**src/rtl/sine_sweep_pkg.sv**
```systemverilog
// Shared types and default widths for the sine sweep controller.
// SWEEP_PINGPONG_EN adds the descending-pass states.
package sine_sweep_pkg;

    localparam int unsigned DEF_STEP_WIDTH  = 32;
    localparam int unsigned DEF_DWELL_WIDTH = 24;
    localparam int unsigned DEF_COUNT_WIDTH = 16;

    localparam logic SWEEP_DIR_UP   = 1'b0;
    localparam logic SWEEP_DIR_DOWN = 1'b1;

    typedef enum logic [2:0] {
        ST_IDLE     = 3'd0,
        ST_DWELL    = 3'd1,
        ST_ADVANCE  = 3'd2,
        ST_DONE     = 3'd3
`ifdef SWEEP_PINGPONG_EN
        ,
        ST_DWELL_DOWN   = 3'd4,
        ST_ADVANCE_DOWN = 3'd5
`endif
    } sweep_state_t;

endpackage

```
**src/rtl/sweep_dwell_timer.sv**
```systemverilog
// Loadable down-counter that holds each sweep step; zero_c flags expiry.
module sweep_dwell_timer #(
    parameter int unsigned WIDTH = 24
) (
    input  logic             clock,
    input  logic             reset_n,
    input  logic             load,
    input  logic [WIDTH-1:0] load_value,
    input  logic             decrement,
    output logic             zero_c
);

    logic [WIDTH-1:0] count;

    always_ff @(posedge clock or negedge reset_n) begin
        if (!reset_n) begin
            count <= '0;
        end else if (load) begin
            count <= load_value;
        end else if (decrement && (count != '0)) begin
            count <= count - WIDTH'(1);
        end
    end

    assign zero_c = (count == '0);

endmodule

```
**src/rtl/sine_sweep_controller.sv**
```systemverilog
// Stepped linear chirp sequencer feeding the sine generator's phase_step.
// SWEEP_PINGPONG_EN: with repeat_en, alternate up/down passes instead of reloading.
module sine_sweep_controller
    import sine_sweep_pkg::*;
#(
    parameter int unsigned STEP_WIDTH  = DEF_STEP_WIDTH,
    parameter int unsigned DWELL_WIDTH = DEF_DWELL_WIDTH,
    parameter int unsigned COUNT_WIDTH = DEF_COUNT_WIDTH
) (
    input  logic                   clock,
    input  logic                   reset_n,
    input  logic                   start,
    input  logic                   abort,
    input  logic                   repeat_en,
    input  logic [STEP_WIDTH-1:0]  start_step,
    input  logic [STEP_WIDTH-1:0]  stop_step,
    input  logic [STEP_WIDTH-1:0]  step_increment,
    input  logic [DWELL_WIDTH-1:0] dwell_cycles,
    output logic [STEP_WIDTH-1:0]  phase_step,
    output logic                   sweep_active,
    output logic                   sweep_done,
    output logic [COUNT_WIDTH-1:0] step_index
);

    sweep_state_t state_q, state_d;

    logic [STEP_WIDTH-1:0]  start_sh, stop_sh, inc_sh;
    logic [DWELL_WIDTH-1:0] dwell_sh;
    logic                   repeat_sh;

    logic [STEP_WIDTH-1:0]  phase_d;
    logic [COUNT_WIDTH-1:0] index_d;
    logic                   active_d, done_d, latch_cfg;

    logic                   timer_load, timer_dec, dwell_zero;
    logic [DWELL_WIDTH-1:0] timer_value;

    logic [STEP_WIDTH:0]    up_sum;
    logic [STEP_WIDTH-1:0]  up_next;
    logic [COUNT_WIDTH-1:0] index_up;

    sweep_dwell_timer #(.WIDTH(DWELL_WIDTH)) u_dwell_timer (
        .clock      (clock),
        .reset_n    (reset_n),
        .load       (timer_load),
        .load_value (timer_value),
        .decrement  (timer_dec),
        .zero_c     (dwell_zero)
    );

    // Next ascending step: the extra bit catches carry so a wrap clamps to stop.
    always_comb begin
        up_sum   = {1'b0, phase_step} + {1'b0, inc_sh};
        up_next  = (up_sum[STEP_WIDTH] || (up_sum[STEP_WIDTH-1:0] >= stop_sh))
                   ? stop_sh : up_sum[STEP_WIDTH-1:0];
        index_up = (step_index == '1) ? step_index : step_index + COUNT_WIDTH'(1);
    end

`ifdef SWEEP_PINGPONG_EN
    logic [STEP_WIDTH:0]    down_diff;
    logic [STEP_WIDTH-1:0]  down_next;
    logic [COUNT_WIDTH-1:0] index_down;
    logic                   direction_c;

    // Next descending step: borrow or undershoot clamps to start.
    always_comb begin
        down_diff   = {1'b0, phase_step} - {1'b0, inc_sh};
        down_next   = (down_diff[STEP_WIDTH] || (down_diff[STEP_WIDTH-1:0] <= start_sh))
                      ? start_sh : down_diff[STEP_WIDTH-1:0];
        index_down  = (step_index == '0) ? step_index : step_index - COUNT_WIDTH'(1);
        direction_c = ((state_q == ST_DWELL_DOWN) || (state_q == ST_ADVANCE_DOWN))
                      ? SWEEP_DIR_DOWN : SWEEP_DIR_UP;
    end
`endif

    always_comb begin
        state_d     = state_q;
        phase_d     = phase_step;
        index_d     = step_index;
        done_d      = 1'b0;
        latch_cfg   = 1'b0;
        timer_load  = 1'b0;
        timer_dec   = 1'b0;
        timer_value = dwell_sh;

        case (state_q)
            ST_IDLE: begin
                if (start) begin
                    latch_cfg   = 1'b1;
                    state_d     = ST_DWELL;
                    phase_d     = start_step;
                    index_d     = '0;
                    timer_load  = 1'b1;
                    timer_value = dwell_cycles;
                end
            end
            ST_DWELL: begin
                if (dwell_zero) state_d = ST_ADVANCE;
                else            timer_dec = 1'b1;
            end
            ST_ADVANCE: begin
                if (phase_step >= stop_sh) begin
                    if (repeat_sh) begin
                        timer_load = 1'b1;
`ifdef SWEEP_PINGPONG_EN
                        state_d = ST_DWELL_DOWN;
                        phase_d = down_next;
                        index_d = index_down;
`else
                        state_d = ST_DWELL;
                        phase_d = start_sh;
                        index_d = '0;
`endif
                    end else begin
                        state_d = ST_DONE;
                        done_d  = 1'b1;
                    end
                end else begin
                    state_d    = ST_DWELL;
                    phase_d    = up_next;
                    index_d    = index_up;
                    timer_load = 1'b1;
                end
            end
            ST_DONE: state_d = ST_IDLE;
`ifdef SWEEP_PINGPONG_EN
            ST_DWELL_DOWN: begin
                if (dwell_zero) state_d = ST_ADVANCE_DOWN;
                else            timer_dec = 1'b1;
            end
            ST_ADVANCE_DOWN: begin
                timer_load = 1'b1;
                if (phase_step <= start_sh) begin
                    state_d = ST_DWELL;
                    phase_d = up_next;
                    index_d = index_up;
                end else begin
                    state_d = ST_DWELL_DOWN;
                    phase_d = down_next;
                    index_d = index_down;
                end
            end
`endif
            default: state_d = ST_IDLE;
        endcase

        // Abort overrides everything, including a same-cycle start.
        if (abort) begin
            state_d     = ST_IDLE;
            phase_d     = '0;
            index_d     = '0;
            done_d      = 1'b0;
            latch_cfg   = 1'b0;
            timer_dec   = 1'b0;
            timer_load  = 1'b1;
            timer_value = '0;
        end

`ifdef SWEEP_PINGPONG_EN
        active_d = (state_d == ST_DWELL) || (state_d == ST_DWELL_DOWN);
`else
        active_d = (state_d == ST_DWELL);
`endif
    end

    always_ff @(posedge clock or negedge reset_n) begin
        if (!reset_n) begin
            state_q      <= ST_IDLE;
            phase_step   <= '0;
            step_index   <= '0;
            sweep_active <= 1'b0;
            sweep_done   <= 1'b0;
        end else begin
            state_q      <= state_d;
            phase_step   <= phase_d;
            step_index   <= index_d;
            sweep_active <= active_d;
            sweep_done   <= done_d;
        end
    end

    // Shadow configuration: only the accepted start updates it.
    always_ff @(posedge clock or negedge reset_n) begin
        if (!reset_n) begin
            start_sh  <= '0;
            stop_sh   <= '0;
            inc_sh    <= '0;
            dwell_sh  <= '0;
            repeat_sh <= 1'b0;
        end else if (latch_cfg) begin
            start_sh  <= start_step;
            stop_sh   <= stop_step;
            inc_sh    <= step_increment;
            dwell_sh  <= dwell_cycles;
            repeat_sh <= repeat_en;
        end
    end

endmodule

```
**config.mk**
```make
export PLATFORM = sky130hd
export DESIGN_NAME = sine_sweep_controller
export DESIGN_NICKNAME = d
export VERILOG_FILES = /design/src/rtl/sine_sweep_pkg.sv /design/src/rtl/sweep_dwell_timer.sv /design/src/rtl/sine_sweep_controller.sv
export SDC_FILE = /design/constraint.sdc
export NUM_CORES = 1
export LEC_CHECK = 0
export CAP_MARGIN = 20
export CORE_UTILIZATION = 40
export CTS_CLUSTER_SIZE = 30
export DETAILED_ROUTE_END_ITERATION = 12
export GPL_TIMING_DRIVEN = 0
export MAX_ROUTING_LAYER = met4
export SYNTH_ARGS = -nofsm -noshare
export SYNTH_HDL_FRONTEND = slang
export SYNTH_HIERARCHICAL = 1
export SYNTH_SLANG_ARGS = --single-unit
```
**constraint.sdc**
```tcl
create_clock -name clock -period 12.11 [get_ports clock]
set_input_delay 3.633 -clock clock [delete_from_list [all_inputs] [get_ports clock]]
set_output_delay 3.633 -clock clock [all_outputs]
set_load 0.01 [all_outputs]
```
==> metrics.md, run 1 <==
| Metric | Value |
|---|---|
| Overflow after GRT | `0` |
| Most used DFF post-synth | `dfrtp_1` |
| DRC viols | `0` |
| CP max-delay cell | `buf_1` |
| Final Setup Violations | `0` |
| Post-cts sizing count | `0` |
| CTS tree | `built` |
| ANT cells | `0` |
| Setup crit end kind | `flip-flop` |
| Pin count of the biggest net entering global routing | `just over 80` |
| H-tree Lvls | `4` |
| CTS Buf Count | `17` |
| DRT iter0 DRCs | `1,102` |
| Fin util | `50.6%` |
| Power per cell area | `137 nW/um^2` |
| DP Area | `14,600 um^2` |
| Starting Density | `41.1%` |
| Yosys reg bits | `198` |
| WP data required | `~12 ns` |
| Minimum clock period | `~6.6 ns` |
| First-pass GRT wire length | `63,100 um` |
| WL/cell | `20.1 um` |
| Max FO, Critical Path | `10` |
| Pre-antenna DRT Iters | `7` |
| Standard-cell row count | `63` |
| Syn. warnings | `6` |
| Worst Hold Class | `flip-flop to flip-flop` |
| Worst Tran Pin Value | `0.895 ns` |
| Total power | `2080 uW` |
| Bufs on Longest Clock Path | `2` |
| Final nets | `1,871` |
| Slew Viols, Final | `0` |
| Total Wirelength | `41,200 um` |
| CP Data Arrival Time | `roughly 7 ns` |
| Run status | `finished, final reports clean` |
| Setup Fix Bufs, Post-CTS | `0` |
| Syn Std Cell Area | `12,300 um^2` |
| Placeable core area | `29,900 um^2` |
| Most common cell after layout, fill and taps aside | `nand2_1` |
| Growth of design area from synthesis to finish | `23.3%` |
| Pre-CTS setup slack | `5.14 ns` |
| Max-slew headroom | `between 30% and 40%` |
| IO Pins | `175` |
| Hpwl dp | `31,200 um` |
| Crit-path cells | `clkdlybuf4s50_1 > nand3_1 > nor2_1 > clkbuf_1 > clkbuf_1 > buf_1 > nand2_1 > nand2_1` |
| Total Routing Usage GR | `27.5%` |
| EDFF count, synth | `0` |
| Slowest stage delay, CP | `0.70 ns` |
| Post-route cell area | `roughly 15,000 um^2` |
| Final hold viol count | `0` |
| Setup CP Type | `primary input to flip-flop` |
| P_leak | `0.00700 uW` |
| Vias per cell | `5.61` |
| Post-Syn Nets | `between 1.5k and 2k` |
| Via count | `11.5k` |
| Gate Count Post-Synth | `~1.5k` |
| Layout cells sized above 1 | `~4%` |
| Die X | `~180 um` |
| Worst skew pair latency | `between 0.4 and 0.5 ns` |
| Buffers on Ports | `173` |
| Max Fclk | `between 150 and 200 MHz` |
| Root Driver | `clkbuf_16` |
| Yosys cell types | `75` |
| Clock Skew | `0.0133 ns` |
| Seq/Total Area, Yosys | `between 40 and 50%` |
| Period utilization | `54.6%` |
| RSZ-0062 raised after global routing | `no` |
| Mapped Avg Cell Area | `8.45 um^2` |
| Worst vdd ir | `about 0.00011 V` |
| Max-Cap Viols | `0` |
| Sink Count | `between 150 and 200` |
| Met3 Usage GRT | `4.27%` |
| Worst Setup Start Kind | `primary input` |
| Met2 GRT Util | `about 41%` |
| Most frequent cells in the layout | `nand2_1, dfrtp_1, clkdlybuf4s50_1, o21ai_0, a21oi_1` |
| Hold_buf cts | `0` |
| Gpl congestion | `0.944` |
| Die Y | `177 um` |
| Ys async rst share | `100%` |
| CTS clk-pin slew, worst paths | `0.07 ns` |
| Vias in the first global route | `11.1k` |
| Fin Hold WS | `0.478 ns` |
| Global route hottest layer | `met2` |
| Met1 usage | `38.0%` |
| Post-layout worst setup margin | `about 5.5 ns` |
| Die area | `approximately 31,000 um^2` |
| Initial antenna violation count | `0` |
| Post-DRT Antenna Nets | `0` |
-- cells by family (layout without fill, tap and decap cells) --
logic type               after synthesis  count (layout)  synth area share [%]
flip-flops                           198             198                  40.4
AND/OR/NAND/NOR                      614             614                  21.8
other                                  1               1                0.0306
adder cells (fa/ha/maj)              100             100                  10.3
XOR/XNOR                              46              46                  3.28
buffers and inverters                114             321                  3.73
multiplexers                          18              18                  1.50
AO/OA/AOI/OAI                        361             361                  19.0
-- sequential cells by signal (all words and copies together), names as in the netlist --
| register | flops |
|---|---|
| step_index | 16 |
| state_q | 3 |
| u_dwell_timer/count | 24 |
| phase_step | 32 |
| sweep_active | 1 |
| sweep_done | 1 |
| start_sh | 32 |
| dwell_sh | 24 |
| repeat_sh | 1 |
| inc_sh | 32 |
| stop_sh | 32 |
-- cell usage after synthesis (all sizes together), types with 3 or more instances --
cell | n | share of area (%)
nand2 | 422 | 13
dfrtp | 198 | 40
o21ai | 116 | 4.8
a21oi | 100 | 4.1
ha | 99 | 10
inv | 50 | 1.5
nor2 | 47 | 1.4
clkbuf | 45 | 1.4
xnor2 | 30 | 2.1
nand3 | 26 | 1.1
a222oi | 22 | 1.8
a21o | 21 | 1.3
nor3 | 21 | 0.86
buf | 19 | 0.83
nor4 | 16 | 0.99
xor2 | 16 | 1.1
mux2i | 15 | 1.2
a211oi | 14 | 0.96
and3 | 14 | 0.71
nand4 | 14 | 0.76
and2 | 13 | 0.68
o211ai | 13 | 0.91
a31oi | 10 | 0.63
a22oi | 9 | 0.55
a221o | 8 | 0.65
nand2b | 7 | 0.36
o21a | 7 | 0.49
nor2b | 6 | 0.31
o21bai | 6 | 0.37
or3 | 6 | 0.31
and4 | 5 | 0.36
o31ai | 5 | 0.31
or4 | 5 | 0.34
a2111oi | 4 | 0.34
a211o | 3 | 0.21
a22o | 3 | 0.21
a41oi | 3 | 0.21
mux2 | 3 | 0.28
nand3b | 3 | 0.18
or2 | 3 | 0.15
-- where the power goes --
group          switching [uW]  total, uW  internal, uW
Sequential               68.9        822           753
Clock                     287        576           288
Combinational             403        681           279
Total                     759       2080          1320
-- path summary, 6_finish.rpt --
kind	start	end	slack (ns)	depth (start not counted)
min reg2reg	start_sh[13]$_DFFE_PN0P_	start_sh[13]$_DFFE_PN0P_	0.48	2
min in group asynchronous	reset_n	step_index[10]$_DFFE_PN0P_	3.09	1
min	start_sh[13]$_DFFE_PN0P_	start_sh[13]$_DFFE_PN0P_	0.48	2
max in group asynchronous	reset_n	stop_sh[5]$_DFFE_PN0P_	8.23	2
max	start	start_sh[11]$_DFFE_PN0P_	5.50	8
max reg2reg	phase_step[0]$_DFFE_PN0P_	phase_step[29]$_DFFE_PN0P_	6.12	18
-- metal layers --
layer  up-vias  routed length [um]
li1       5516                   -
met5         -                   0
met3        56                2450
met1      5532               19200
met2       385               18600
met4         0                 950
-- worst max-delay path: cells and delay by family --
family / cells / cell delay [ns]
buffers and inverters: 4 / 2.29
AND/OR/NAND/NOR: 4 / 1.06
-- final cells by class --
type | count | area, um^2
fillers | 2853 | 14700
multi-input cells | 1140 | 6860
flip-flops and latches | 198 | 4950
repair buffers | 175 | 1790
well taps | 390 | 488
clock buffers | 20 | 467
plain buffers | 64 | 270
inverters | 50 | 188
clock inverters | 12 | 109
-- stage by stage --
stage	cells	setup TNS [ns]
4_1_cts	2049	0
2_1_floorplan	1452	0
3_3_place_gp	2015	-265.76
5_1_grt	2049	0
3_5_place_dp	2017	0
6_report	2049	0
(Power assumes the default switching activity.)
==> run 2: changes to the inputs <==
==> constraint.sdc (replaced) <==
create_clock -name clock -period 6.3 [get_ports clock]
set_input_delay 1.89 -clock clock [delete_from_list [all_inputs] [get_ports clock]]
set_output_delay 1.89 -clock clock [all_outputs]
set_load 0.01 [all_outputs]
==> results of run 2 <==
Same layout as run 1 (identical final DEF). Status: finished, final reports clean.
Among the figures that moved: setup slack after placement 5.14 ns -> 0.582 ns; clock-pin slew on the worst setup and hold paths 0.07 ns -> 0.08 ns; setup slack after layout 5.50 ns -> 0.308 ns; start point of the critical path start -> phase_step[0]$_DFFE_PN0P_; end point of the critical path start_sh[11]$_DFFE_PN0P_ -> phase_step[29]$_DFFE_PN0P_; register-to-register setup slack 6.12 ns -> 0.31 ns; total power 2080 uW -> 4000 uW; worst IR drop on VDD 0.000108 V -> 0.000208 V
==> run 3: changes to the inputs <==
--- a/config.mk
+++ b/config.mk
@@ -7,7 +7,6 @@
 export LEC_CHECK = 0
 export CAP_MARGIN = 20
 export CORE_UTILIZATION = 40
-export CTS_CLUSTER_SIZE = 30
 export DETAILED_ROUTE_END_ITERATION = 12
 export GPL_TIMING_DRIVEN = 0
 export MAX_ROUTING_LAYER = met4
==> results of run 3 <==
Same layout as run 1 (identical final DEF). Status: finished, final reports clean.
Among the figures that moved: setup slack after placement 5.14 ns -> 0.582 ns; clock-pin slew on the worst setup and hold paths 0.07 ns -> 0.08 ns; setup slack after layout 5.50 ns -> 0.308 ns; start point of the critical path start -> phase_step[0]$_DFFE_PN0P_; end point of the critical path start_sh[11]$_DFFE_PN0P_ -> phase_step[29]$_DFFE_PN0P_; register-to-register setup slack 6.12 ns -> 0.31 ns; total power 2080 uW -> 4000 uW; worst IR drop on VDD 0.000108 V -> 0.000208 V
